==> config.mk <==
export PLATFORM = sky130hd
export DESIGN_NAME = cnn_adder_tree_flat
export DESIGN_NICKNAME = d
export VERILOG_FILES = /design/src/rtl/cnn_adder_tree_if.sv /design/src/rtl/cnn_adder_tree.sv /design/src/flat_wrapper.sv
export SDC_FILE = /design/constraint.sdc
export NUM_CORES = 1
export LEC_CHECK = 0
export BUFFER_PORTS_ARGS = -buffer_cell sky130_fd_sc_hd__clkbuf_2
export CAP_MARGIN = 10
export CORE_ASPECT_RATIO = 1.5
export CORE_MARGIN = 3
export CORE_UTILIZATION = 48
export CTS_BUF_LIST = sky130_fd_sc_hd__clkbuf_2 sky130_fd_sc_hd__clkbuf_4 sky130_fd_sc_hd__clkbuf_8
export DETAILED_ROUTE_END_ITERATION = 8
export HOLD_SLACK_MARGIN = 0.05
export PLACE_DENSITY = 0.77
export SLEW_MARGIN = 10
export SYNTH_ARGS = -nofsm -noshare
export SYNTH_HDL_FRONTEND = slang
export SYNTH_SLANG_ARGS = --single-unit
==> constraint.sdc <==
create_clock -name clk -period 4.8 [get_ports clk]
set_input_delay 0.96 -clock clk [delete_from_list [all_inputs] [get_ports clk]]
set_output_delay 0.96 -clock clk [all_outputs]
set_load 0.01 [all_outputs]
==> src/rtl/cnn_adder_tree_if.sv <==
// Beat/result bundle for cnn_adder_tree: operands and control strobes in, qualified result out.
// The status qualifier is a small code; zero means "no data", any other code is a valid beat.
`ifndef CNN_XLEN
`define CNN_XLEN 16
`endif
`ifndef ICP_NUM
`define ICP_NUM 4
`endif
`ifndef PE_STATE_W
`define PE_STATE_W 2
`endif
`ifndef PE_STATE
`define PE_STATE logic [`PE_STATE_W-1:0]
`endif
`ifndef PE_INVALID
`define PE_INVALID 2'd0
`endif

interface cnn_adder_tree_if #(
  parameter int DATA_WID = `CNN_XLEN,
  parameter int ICP_NUM  = `ICP_NUM
);
  logic                                    stall;
  `PE_STATE                                status_in;
  logic signed [ICP_NUM-1:0][DATA_WID-1:0] data_in;
  logic                                    acc_en;
  logic                                    last_in;
  logic                                    clr_ovf;
  `PE_STATE                                status_out;
  logic signed [DATA_WID-1:0]              data_out;
  logic                                    ovf_out;

  modport master (
    output stall, status_in, data_in, acc_en, last_in, clr_ovf,
    input  status_out, data_out, ovf_out
  );

  modport slave (
    input  stall, status_in, data_in, acc_en, last_in, clr_ovf,
    output status_out, data_out, ovf_out
  );
endinterface

==> src/rtl/cnn_adder_tree.sv <==
// Pipelined signed adder tree over ICP_NUM channels with a final accumulate/saturate stage.
// Tree nodes are stored heap-style: node i sums nodes 2i and 2i+1; indices >= ICP_NUM are the inputs.
`ifndef CNN_XLEN
`define CNN_XLEN 16
`endif
`ifndef ICP_NUM
`define ICP_NUM 4
`endif
`ifndef PE_STATE_W
`define PE_STATE_W 2
`endif
`ifndef PE_STATE
`define PE_STATE logic [`PE_STATE_W-1:0]
`endif
`ifndef PE_INVALID
`define PE_INVALID 2'd0
`endif

module cnn_adder_tree #(
  parameter int DATA_WID  = `CNN_XLEN,
  parameter int ICP_NUM   = `ICP_NUM,
  parameter int ACC_GUARD = 8,
  parameter bit SAT_EN    = 1'b1
) (
  input logic             clk,
  input logic             reset,
  cnn_adder_tree_if.slave bus
);
  localparam int LVL      = $clog2(ICP_NUM);
  localparam int TREE_WID = DATA_WID + LVL;
  localparam int ACC_WID  = TREE_WID + ACC_GUARD;

  logic signed [TREE_WID-1:0] node_q [1:ICP_NUM-1];
  logic signed [TREE_WID-1:0] node_d [1:ICP_NUM-1];
  logic signed [TREE_WID-1:0] tree   [2:2*ICP_NUM-1];
  `PE_STATE                   stat_q [1:LVL];
  `PE_STATE                   stat_d [1:LVL];
  logic [LVL:1]               acc_en_q, acc_en_d;
  logic [LVL:1]               last_q, last_d;

  logic signed [ACC_WID-1:0]  acc_q, acc_d;
  logic signed [DATA_WID-1:0] data_out_q, data_out_d;
  `PE_STATE                   status_out_q, status_out_d;
  logic                       ovf_q, ovf_d;

  logic signed [ACC_WID-1:0]  sum_ext;
  logic signed [ACC_WID-1:0]  pre;
  logic                       emit;
  logic                       out_rng;

  always_comb begin
    for (int j = 2; j < ICP_NUM; j++) tree[j] = node_q[j];
    for (int m = 0; m < ICP_NUM; m++)
      tree[ICP_NUM+m] = {{LVL{bus.data_in[m][DATA_WID-1]}}, bus.data_in[m]};
    for (int i = 1; i < ICP_NUM; i++)
      node_d[i] = bus.stall ? node_q[i] : tree[2*i] + tree[2*i+1];
  end

  // Beat qualifiers ride alongside the data so each tree level stays self-describing.
  always_comb begin
    stat_d[1]   = bus.stall ? stat_q[1]   : bus.status_in;
    acc_en_d[1] = bus.stall ? acc_en_q[1] : bus.acc_en;
    last_d[1]   = bus.stall ? last_q[1]   : bus.last_in;
    for (int k = 2; k <= LVL; k++) begin
      stat_d[k]   = bus.stall ? stat_q[k]   : stat_q[k-1];
      acc_en_d[k] = bus.stall ? acc_en_q[k] : acc_en_q[k-1];
      last_d[k]   = bus.stall ? last_q[k]   : last_q[k-1];
    end
  end

  always_comb begin
    sum_ext      = {{ACC_GUARD{node_q[1][TREE_WID-1]}}, node_q[1]};
    acc_d        = acc_q;
    data_out_d   = data_out_q;
    status_out_d = status_out_q;
    ovf_d        = ovf_q;
    pre          = sum_ext;
    emit         = 1'b0;
    if (!bus.stall) begin
      status_out_d = `PE_INVALID;
      ovf_d        = ovf_q & ~bus.clr_ovf;
      if (stat_q[LVL] != `PE_INVALID) begin
        if (!acc_en_q[LVL]) begin
          emit = 1'b1;
        end else if (!last_q[LVL]) begin
          acc_d = acc_q + sum_ext;
        end else begin
          pre   = acc_q + sum_ext;
          acc_d = '0;
          emit  = 1'b1;
        end
      end
    end
    // In range exactly when every bit from the DATA_WID sign bit upward agrees.
    out_rng = !((&pre[ACC_WID-1:DATA_WID-1]) | ~(|pre[ACC_WID-1:DATA_WID-1]));
    if (emit) begin
      status_out_d = stat_q[LVL];
      if (SAT_EN && out_rng)
        data_out_d = pre[ACC_WID-1] ? {1'b1, {(DATA_WID-1){1'b0}}}
                                    : {1'b0, {(DATA_WID-1){1'b1}}};
      else
        data_out_d = pre[DATA_WID-1:0];
      if (out_rng) ovf_d = 1'b1;
    end
  end

  always_ff @(posedge clk or posedge reset) begin
    if (reset) begin
      for (int i = 1; i < ICP_NUM; i++) node_q[i] <= '0;
      for (int k = 1; k <= LVL; k++) stat_q[k] <= `PE_INVALID;
      acc_en_q     <= '0;
      last_q       <= '0;
      acc_q        <= '0;
      data_out_q   <= '0;
      status_out_q <= `PE_INVALID;
      ovf_q        <= 1'b0;
    end else begin
      for (int i = 1; i < ICP_NUM; i++) node_q[i] <= node_d[i];
      for (int k = 1; k <= LVL; k++) stat_q[k] <= stat_d[k];
      acc_en_q     <= acc_en_d;
      last_q       <= last_d;
      acc_q        <= acc_d;
      data_out_q   <= data_out_d;
      status_out_q <= status_out_d;
      ovf_q        <= ovf_d;
    end
  end

  assign bus.status_out = status_out_q;
  assign bus.data_out   = data_out_q;
  assign bus.ovf_out    = ovf_q;
endmodule

==> src/flat_wrapper.sv <==
// flat-port wrapper written by rule: the top's interface ports become plain ports
module cnn_adder_tree_flat 
#(
  parameter int DATA_WID  = `CNN_XLEN,
  parameter int ICP_NUM   = `ICP_NUM,
  parameter int ACC_GUARD = 8,
  parameter bit SAT_EN    = 1'b1
)
  (clk, reset, bus_stall, bus_status_in, bus_data_in, bus_acc_en, bus_last_in, bus_clr_ovf, bus_status_out, bus_data_out, bus_ovf_out);
  cnn_adder_tree_if #(.DATA_WID(DATA_WID), .ICP_NUM(ICP_NUM)) bus_i ();
  input logic clk;
  input logic reset;
  input wire logic [$bits(bus_i.stall)-1:0] bus_stall;
  input wire logic [$bits(bus_i.status_in)-1:0] bus_status_in;
  input wire logic [$bits(bus_i.data_in)-1:0] bus_data_in;
  input wire logic [$bits(bus_i.acc_en)-1:0] bus_acc_en;
  input wire logic [$bits(bus_i.last_in)-1:0] bus_last_in;
  input wire logic [$bits(bus_i.clr_ovf)-1:0] bus_clr_ovf;
  output wire logic [$bits(bus_i.status_out)-1:0] bus_status_out;
  output wire logic [$bits(bus_i.data_out)-1:0] bus_data_out;
  output wire logic [$bits(bus_i.ovf_out)-1:0] bus_ovf_out;
  assign bus_i.stall = bus_stall;
  assign bus_i.status_in = bus_status_in;
  assign bus_i.data_in = bus_data_in;
  assign bus_i.acc_en = bus_acc_en;
  assign bus_i.last_in = bus_last_in;
  assign bus_i.clr_ovf = bus_clr_ovf;
  assign bus_status_out = bus_i.status_out;
  assign bus_data_out = bus_i.data_out;
  assign bus_ovf_out = bus_i.ovf_out;
  cnn_adder_tree #(.DATA_WID(DATA_WID), .ICP_NUM(ICP_NUM), .ACC_GUARD(ACC_GUARD), .SAT_EN(SAT_EN)) u_core (.clk(clk), .reset(reset), .bus(bus_i));
endmodule
### Yosys cells after proc, flatten, opt, wreduce, memory -nomap -nowiden

Index checks and enable logic that the tools add are counted.

* register bits: 107
* latch bits: 0
* memory bits (writable): 0
* memory bits (read-only): 0
* input bits: 72
* logic and storage cells: 41
* memories kept: 0

* add/subtract/negate cells: 4
* multiply operators: 0
* divide/modulo/power cells: 0
* order comparisons: 0
* eq/ne operators: 1
* shift-type cells: 0
* muxes and demuxes: 16
* bitwise operators: 5
* reductions and logical operators: 4

Operators with widths (number)
* two-way mux 26 bit: 5
* adder 16 x 16 -> 17 bit: 2
* two-way mux 16 bit: 2
* adder 26 x 18 -> 26 bit: 1
* adder 18 bit: 1
* AND reduction 11 bit: 1
* OR reduction 11 bit: 1
* two-way mux 1 bit: 7
* two-way mux 2 bit: 2
* NOT 1 bit: 3
* AND reduction 3 bit: 1
* != test 2 x 1 -> 1 bit, second input constant: 1
* nonzero test 2 bit: 1
* bitwise AND 1 bit: 1
* bitwise OR 1 bit: 1

### Depth between registers and ports, before layout

Gate-level depths: netlist of run 1.

* word-level depth: 10
* mapped depth: 13
* mapped depth without buffers: 13

### Worst setup path before layout of run 1

No wires, ideal clock.

* path kind: reg2reg
* from: register u_core.acc_q[0]
* to: register u_core.data_out_q[10], in the netlist u_core.bus.data_out[10]
* library setup time: 0.123 ns
* arrival: 3.479 ns
* required time: 4.677 ns
* slack: 1.198 ns
* cell stages (with the launch flop): 14
* buffers on the path: 1
* clock period less this slack: 3.602 ns
* cell sequence: dfrtp_1 ha_1 fa_1 a21o_1 o2bb2ai_1 o41a_4 o221ai_2 a211oi_1 or4_1 nor4_2 and3b_1 o21ai_2 buf_4 o221a_1

* word-level cells in the longest chain between the ends: 9

Ends and longest elaborated chain
* start: declaration: RTL line cnn_adder_tree.sv:41 `logic signed [ACC_WID-1:0] acc_q, acc_d;`
* start signal: assignment: RTL line cnn_adder_tree.sv:113 `acc_q <= '0;`
* start signal: assignment: RTL line cnn_adder_tree.sv:122 `acc_q <= acc_d;`
* adder 26 x 18 -> 26 bit (*): RTL line cnn_adder_tree.sv:88 `pre = acc_q + sum_ext;`
* two-way mux 26 bit (*): RTL line cnn_adder_tree.sv:85 `end else if (!last_q[LVL]) begin`
* two-way mux 26 bit (*): RTL line cnn_adder_tree.sv:83 `if (!acc_en_q[LVL]) begin`
* two-way mux 26 bit (*): RTL line cnn_adder_tree.sv:82 `` if (stat_q[LVL] != `PE_INVALID) begin ``
* two-way mux 26 bit (*): RTL line cnn_adder_tree.sv:79 `if (!bus.stall) begin`
* OR reduction 11 bit: RTL line cnn_adder_tree.sv:95 `out_rng = !((&pre[ACC_WID-1:DATA_WID-1]) | ~(|pre[ACC_WID-1:DATA_WID-1]));`
* NOT 1 bit: RTL line cnn_adder_tree.sv:95
* bitwise OR 1 bit: RTL line cnn_adder_tree.sv:95
* two-way mux 16 bit (*): RTL line cnn_adder_tree.sv:98 `if (SAT_EN && out_rng)`
* end signal: assignment: RTL line cnn_adder_tree.sv:123 `data_out_q <= data_out_d;`
* end: declaration: RTL line cnn_adder_tree.sv:42 `logic signed [DATA_WID-1:0] data_out_q, data_out_d;`

Every way passes the cells marked *; elsewhere a longest branch is shown, timed or not.
A chain may end at the register's enable or synchronous reset.

### Worst setup path in the final report of run 1

* from: register u_core.node_q[36] (netlist bit)
* to: register u_core.data_out_q[6], in the netlist u_core.bus.data_out[6]

* word-level cells in the longest chain between the ends: 9

Ends and longest elaborated chain
* start: declaration: RTL line cnn_adder_tree.sv:33 `logic signed [TREE_WID-1:0] node_q [1:ICP_NUM-1];`
* adder 26 x 18 -> 26 bit (*): RTL line cnn_adder_tree.sv:88
* two-way mux 26 bit (*): RTL line cnn_adder_tree.sv:85
* two-way mux 26 bit (*): RTL line cnn_adder_tree.sv:83
* two-way mux 26 bit (*): RTL line cnn_adder_tree.sv:82
* two-way mux 26 bit (*): RTL line cnn_adder_tree.sv:79
* OR reduction 11 bit: RTL line cnn_adder_tree.sv:95
* NOT 1 bit: RTL line cnn_adder_tree.sv:95
* bitwise OR 1 bit: RTL line cnn_adder_tree.sv:95
* two-way mux 16 bit (*): RTL line cnn_adder_tree.sv:98

Marks and branches as above.

==> run metrics, run 1 <==
Crit Path Class flip-flop to flip-flop; Worst setup EP type flip-flop; VDD IR max 0.000219 V; final hold vios 0; cell area after synthesis between 7000 and 8000 µm²; reg2reg path depth 12; CTS tree done; vias per inst 5.79; Reg clk slew, reported paths 0.12 ns; Congestion Overflow GR 0; EDFF count, synth 0; setup TNS 0 ns; Tot GR Track Use 0.207; average routed wire per standard cell 15.6 µm; worst-skew pair later-pin latency 0.39 ns; Die Y around 160 µm; CP max FO 15; Post-CTS Resized 0; met2 usage 0.380; area delta synth->final 9.69%; layout cells sized above 1 0.153; routability cong. 0.964; Hold Path Stages 2; post-CTS setup buffer count 0; Routed Antenna Nets 0; FMAX 245 MHz; IO Port Bufs 90; Row Count 56; worst clock skew between 0.015 and 0.02 ns; r2r setup slk roughly 0.72 ns; top cell type by total area after synthesis dfrtp_1; final worst setup slack 0.725 ns; Cells after Synth roughly 900; post-place setup slack ~0.8 ns; Top FF cell, synth dfrtp_1; DR vias 6806; Hold Path Class flip-flop to flip-flop; R2R Path Start u_core.node_q[36]; fin crit period roughly 4 ns; clk buf depth 2; Max Cap Viol 0; Final #Nets 1118; worst rel slew slack 0.431; leakage 4.09 nW; drt first pass iters 7; final count of negative-setup-slack endpoints 0; Core Area 15800 µm²; GR Util met3 0.0286; largest net degree at the start of global routing 73; H-tree Lvls 3; Syn. warnings 0; Worst Tran Pin Value 0.853 ns; vias in the first global route 6694; Die Wd 111 µm; post-DP HPWL 14500 µm; Pwr Density ~530 nW/µm²; GR Util met1 0.247; die area approximately 18000 µm²; Synthesized Nets 1042; clock root cell clkbuf_8; Worst EP required 5.13 ns; largest cells by area after synthesis dfrtp_1 33%, ha_1 12%, nand2_1 6.3%; drt first-iter violations 239; top post-synthesis cells by count 131 x nand2_1, 105 x dfrtp_1, 85 x o21ai_0; Synth Register Bits between 100 and 150; diode count 0; most frequent cell after synthesis nand2_1; hold path startpoint u_core.node_q[26]; post-synth top area share 0.334; post-synthesis sequential area ratio 0.334; CP arrival 4.40 ns; cts bufs inserted 9; outcome completed; RSZ-0062 raised after global routing false; CTS Sinks 105; global-route wire length before repair 31300 µm; Async SR Flop Fraction 1.00; Final Max Slew Viols 0; worst r2r dst u_core.bus.data_out[6]; Initial Util 0.497; Final period util 0.849; io pins 91; # hold bufs at CTS 0; fillcell total 1544; drt total wl 18400 µm; DRC violations left 0; library cells used by synthesis 76; Hold Path End u_core.node_q[26]; syn avg cell area 8.82 µm²; most used routing layer met2; antenna violations before repair 0; Worst setup SP type flip-flop
==> per-layer routing <==
metal,routed length [µm],vias to the layer above,share of wire
met5,0,-,0
met4,486,0,0.026
met3,761,41,0.041
met2,9550,172,0.52
met1,7580,3151,0.41
li1,-,3442,-
==> cells by family after synthesis <==
kind of cell	share of synthesized area
AOI/OAI and AO/OA	0.242
xor gates and xnor gates	0.0501
adders and majority gates	0.128
buffers and inverters	0.0413
DFF	0.334
muxes	0.0264
and+or+nand+nor	0.179
==> worst max-delay path by stage <==
stage                                  from                 endpoint
after detailed placement  u_core.node_q[36]   u_core.bus.data_out[6]
after CTS                 u_core.node_q[36]   u_core.bus.data_out[6]
after global placement      u_core.acc_q[0]   u_core.bus.data_out[2]
after global routing      u_core.node_q[36]  u_core.bus.data_out[10]
final                     u_core.node_q[36]   u_core.bus.data_out[6]
after floorplan                       reset       u_core.acc_en_q[1]
==> placed cells by master, fill, tap and decap left out, types with 25 or more instances in the layout <==
master / count
nor2_1: 53
a21oi_1: 43
dfrtp_1: 105
o21ai_0: 85
clkbuf_2: 89
ha_1: 74
nand3_1: 32
nand2_1: 131
inv_1: 35
nor3_1: 25
==> flip-flops by register name, indices dropped and copies added, names as in the netlist <==
name                   cells
u_core.last_q              2
u_core.acc_q              26
u_core.acc_en_q            2
u_core.node_q             52
u_core.bus.status_out      2
u_core.bus.data_out       16
u_core.stat_q              4
u_core.bus.ovf_out         1
==> critical path: stages, from the launching register on <==
cell       delay, ns
dfrtp_1         0.42
ha_1            0.23
fa_1            0.42
a21o_1          0.21
o2bb2ai_1       0.15
o41a_4          0.41
o221ai_2        0.29
a211oi_1        0.12
or4_1           0.54
nor4_2          0.35
nand2_1         0.17
a22oi_4         0.42
o221a_1         0.27
==> cell type report <==
type	instances	area [µm²]	share of cell area
Multi-Input combinational cell	719	4910	0.570
Sequential cell	105	2630	0.304
Timing Repair Buffer	96	498	0.0577
Tap cell	203	254	0.0294
Inverter	37	141	0.0164
Clock buffer	9	124	0.0144
Clock inverter	7	70.1	0.00812
==> power by group <==
part	internal, W	switching, W	total [W]
logic	0.00109	0.00153	0.00261
clock network	0.000206	0.000342	0.000548
registers	0.00118	0.000238	0.00142
total	0.00248	0.00211	0.00458
==> per-stage QoR <==
stage          area [µm²]  utilization  power, W  std cells  hold slack (ns)
2_1_floorplan        7870            -   0.00341        892            0.448
3_3_place_gp         8440        0.533   0.00398       1160            0.464
3_5_place_dp         8440        0.533   0.00402       1160            0.476
4_1_cts              8630        0.545   0.00458       1176            0.503
5_1_grt              8630        0.545   0.00499       1176            0.521
6_report             8630        0.545   0.00458       1176            0.497
(Power assumes the default switching activity.)
==> inputs of run 2 (changes only) <==
Settings changed: ABC_AREA set to 1, PLACE_DENSITY 0.77 to 0.79.
Clock period 4.8 ns to 3.34 ns, I/O delays scaled along.
==> run 2 against run 1 <==
Effect of this change: total power increased by 49%; largest cell class unchanged; worst setup slack worse by 0.35 ns; highest routed layer unchanged; combinational power increased by 55%; cell count up 32%; cell area rose by 7.2%; register-to-register slack lost 0.35 ns; synthesized cell count rose by 41%; worst hold slack lost 0.13 ns; first-iteration DRC count is 63% higher; routed wire length increased by 16%.
==> run metrics, run 2 <==
Worst EP required 3.64 ns (was 5.13 ns); die area 19100 µm² (was 18000 µm²); worst clock skew 0.0184 ns (was 0.0191 ns); largest cells by area after synthesis dfrtp_1 31%, nand2_1 20%, ha_1 11% (was dfrtp_1 33%, ha_1 12%, nand2_1 6.3%); antenna violations before repair 0 (unchanged); Die Wd 114 µm (was 111 µm); Final period util 0.888 (was 0.849); CTS tree done (unchanged); Worst Tran Pin Value 0.929 ns (was 0.853 ns); Final #Nets 1487 (was 1118); H-tree Lvls 3 (unchanged); Synth Register Bits 105 (unchanged); area of the multi-input gates 5020 µm² (was 4910 µm²); Routed Antenna Nets 0 (unchanged); diode count 0 (unchanged); average routed wire per standard cell 13.8 µm (was 15.6 µm); Max Cap Viol 0 (unchanged); Cells after Synth 1254 (was 892); global-route wire length before repair 36800 µm (was 31300 µm); CP max FO 15 (unchanged); fin crit period 2.97 ns (was 4.08 ns); setup TNS 0 ns (unchanged); top cell type by total area after synthesis dfrtp_1 (unchanged); area delta synth->final 10.3% (was 9.69%); top post-synthesis cells by count 452 x nand2_1, 158 x inv_1, 105 x dfrtp_1 (was 131 x nand2_1, 105 x dfrtp_1, 85 x o21ai_0); Pwr Density 738 nW/µm² (was 531 nW/µm²); Congestion Overflow GR 0 (unchanged); # hold bufs at CTS 0 (unchanged); Die Y 168 µm (was 163 µm); CP max-delay cell dfrtp_1 (was or4_1); max reg flops 52 (unchanged); Async SR Flop Fraction 1.00 (unchanged); Worst setup EP type flip-flop (unchanged); commonest cells after routing, fill and taps aside 452 x nand2_1, 157 x inv_1, 105 x dfrtp_1 (was 131 x nand2_1, 105 x dfrtp_1, 89 x clkbuf_2); IO Port Bufs 90 (unchanged); CP cell instances ha_1, nand2_1, inv_1, nand2_1, nor2_1, nand4_1, nand3_1, nand2_1, nand3_1, nand3_1, nor2_1, nand3_2, nand3_2, nand2_1, nand2_1, nand2_1 (was ha_1, fa_1, a21o_1, o2bb2ai_1, o41a_4, o221ai_2, a211oi_1, or4_1, nor4_2, nand2_1, a22oi_4, o221a_1); Final Max Slew Viols 0 (unchanged); Most Frequent Cell on Critical Path nand2_1; Placed Area 9060 µm² (was 8440 µm²); post-synthesis sequential area ratio 0.313 (was 0.334); final hold vios 0 (unchanged); clk buf depth 2 (unchanged); Hold Path Class input port to async pin (was flip-flop to flip-flop); worst-skew pair later-pin latency 0.40 ns (was 0.39 ns); syn avg cell area 6.69 µm² (was 8.82 µm²); worst rel slew slack 0.377 (was 0.431); Initial Util 0.494 (was 0.497); Worst setup SP type flip-flop (unchanged); most common library cell in the layout ignoring fill and taps nand2_1 (unchanged); post-CTS setup buffer count 0 (unchanged); WP buf/inv 1 (was 0); DR vias 8121 (was 6806); outcome completed (unchanged); VDD IR max 0.000341 V (was 0.000219 V); Reg clk slew, reported paths 0.12 ns (about the same); Finished Cell Area 9250 µm² (was 8630 µm²); post-synth top area share 0.313 (was 0.334); CP max stage delay 0.45 ns (was 0.54 ns); crit-path leading delay family simple AND/OR/NAND/NOR gates (was compound AO/OA/AOI/OAI gates); clock root cell clkbuf_8 (unchanged); Syn. warnings 0 (unchanged); Tot GR Track Use 0.233 (was 0.207); cell area after synthesis 8390 µm² (was 7870 µm²); Top FF cell, synth dfrtp_1 (unchanged); most frequent cell after synthesis nand2_1 (unchanged); CTS Sinks 105 (unchanged); routability cong. 1.03 (was 0.964); leakage 5.16 nW (was 4.09 nW); fillcell total 1712 (was 1544); FF/Latch Area 2630 µm² (unchanged); Crit Path Class flip-flop to flip-flop (unchanged); CP arrival 3.26 ns (was 4.40 ns); io pins 91 (unchanged); DRC violations left 0 (unchanged); drt total wl 21400 µm (was 18400 µm); Core Area 17000 µm² (was 15800 µm²); layout cells sized above 1 0.110 (was 0.153); drt first-iter violations 390 (was 239); vias in the first global route 8037 (was 6694); library cells used by synthesis 41 (was 76); final count of negative-setup-slack endpoints 0 (unchanged); Most flops, register u_core.node_q (unchanged); Post-CTS Resized 0 (unchanged); EDFF count, synth 0 (unchanged); largest net degree at the start of global routing 79 (was 73); vias per inst 5.23 (was 5.79); RSZ-0062 raised after global routing false (unchanged); Row Count 58 (was 56); cts bufs inserted 9 (unchanged); drt first pass iters 5 (was 7); post-DP HPWL 17100 µm (was 14500 µm); Synthesized Nets 1404 (was 1042); FMAX 337 MHz (was 245 MHz)
## run 2: cell families after synthesis
| group | Yosys count | synth area share |
|---|---|---|
| compound gates | 205 | 0.134 |
| flops | 105 | 0.313 |
| fa+ha+maj | 78 | 0.120 |
| xor+xnor | 22 | 0.0230 |
| buf+inv | 190 | 0.0879 |
| simple gates | 654 | 0.322 |
## run 2: power by group
group	switching (W)	total [W]	leakage (nW)	internal [W]
clock	0.000520	0.000815	0.0955	0.000295
combinational	0.00262	0.00404	3.78	0.00142
sequential	0.000295	0.00197	1.29	0.00167
total	0.00344	0.00682	5.16	0.00338
## run 2: final timing paths
path	start	end	slack (ns)	cells after the start
max in group asynchronous	reset	u_core.node_q[52]	2.17	3
min in group clk	bus_status_in[1]	u_core.stat_q[3]	0.48	3
worst min register to register	u_core.node_q[30]	u_core.node_q[30]	0.49	2
worst max register to register	u_core.node_q[52]	u_core.bus.data_out[8]	0.37	16
worst min-delay path	reset	u_core.node_q[18]	0.37	2
worst max-delay path	u_core.node_q[52]	u_core.bus.data_out[8]	0.37	16
## run 2: cell type report
cell class / count / area share
inverter: 164 / 0.0670
multi-input combinational: 959 / 0.543
clock buffer: 9 / 0.0134
clock inverter: 7 / 0.00757
tap: 210 / 0.0284
timing repair buffer: 98 / 0.0565
sequential: 105 / 0.284
## run 2: per-stage QoR
stage	hold WS [ns]	power (W)	setup WS, ns	std cells	util
after detailed placement	0.472	0.00598	0.397	1536	0.533
after CTS	0.391	0.00681	0.387	1552	0.545
after floorplan	0.453	0.00489	0.910	1254	-
after global placement	0.466	0.00594	0.409	1536	0.533
final	0.368	0.00682	0.374	1552	0.545
after global routing	0.427	0.00750	0.127	1552	0.545
## run 2: per-layer routing
metal | global-route usage | vias up | part of all wire
met5 | 0 | - | 0
met4 | 0.113 | 0 | 0.051
met3 | 0.0173 | 55 | 0.032
met2 | 0.441 | 174 | 0.53
met1 | 0.258 | 3686 | 0.38
li1 | - | 4206 | -
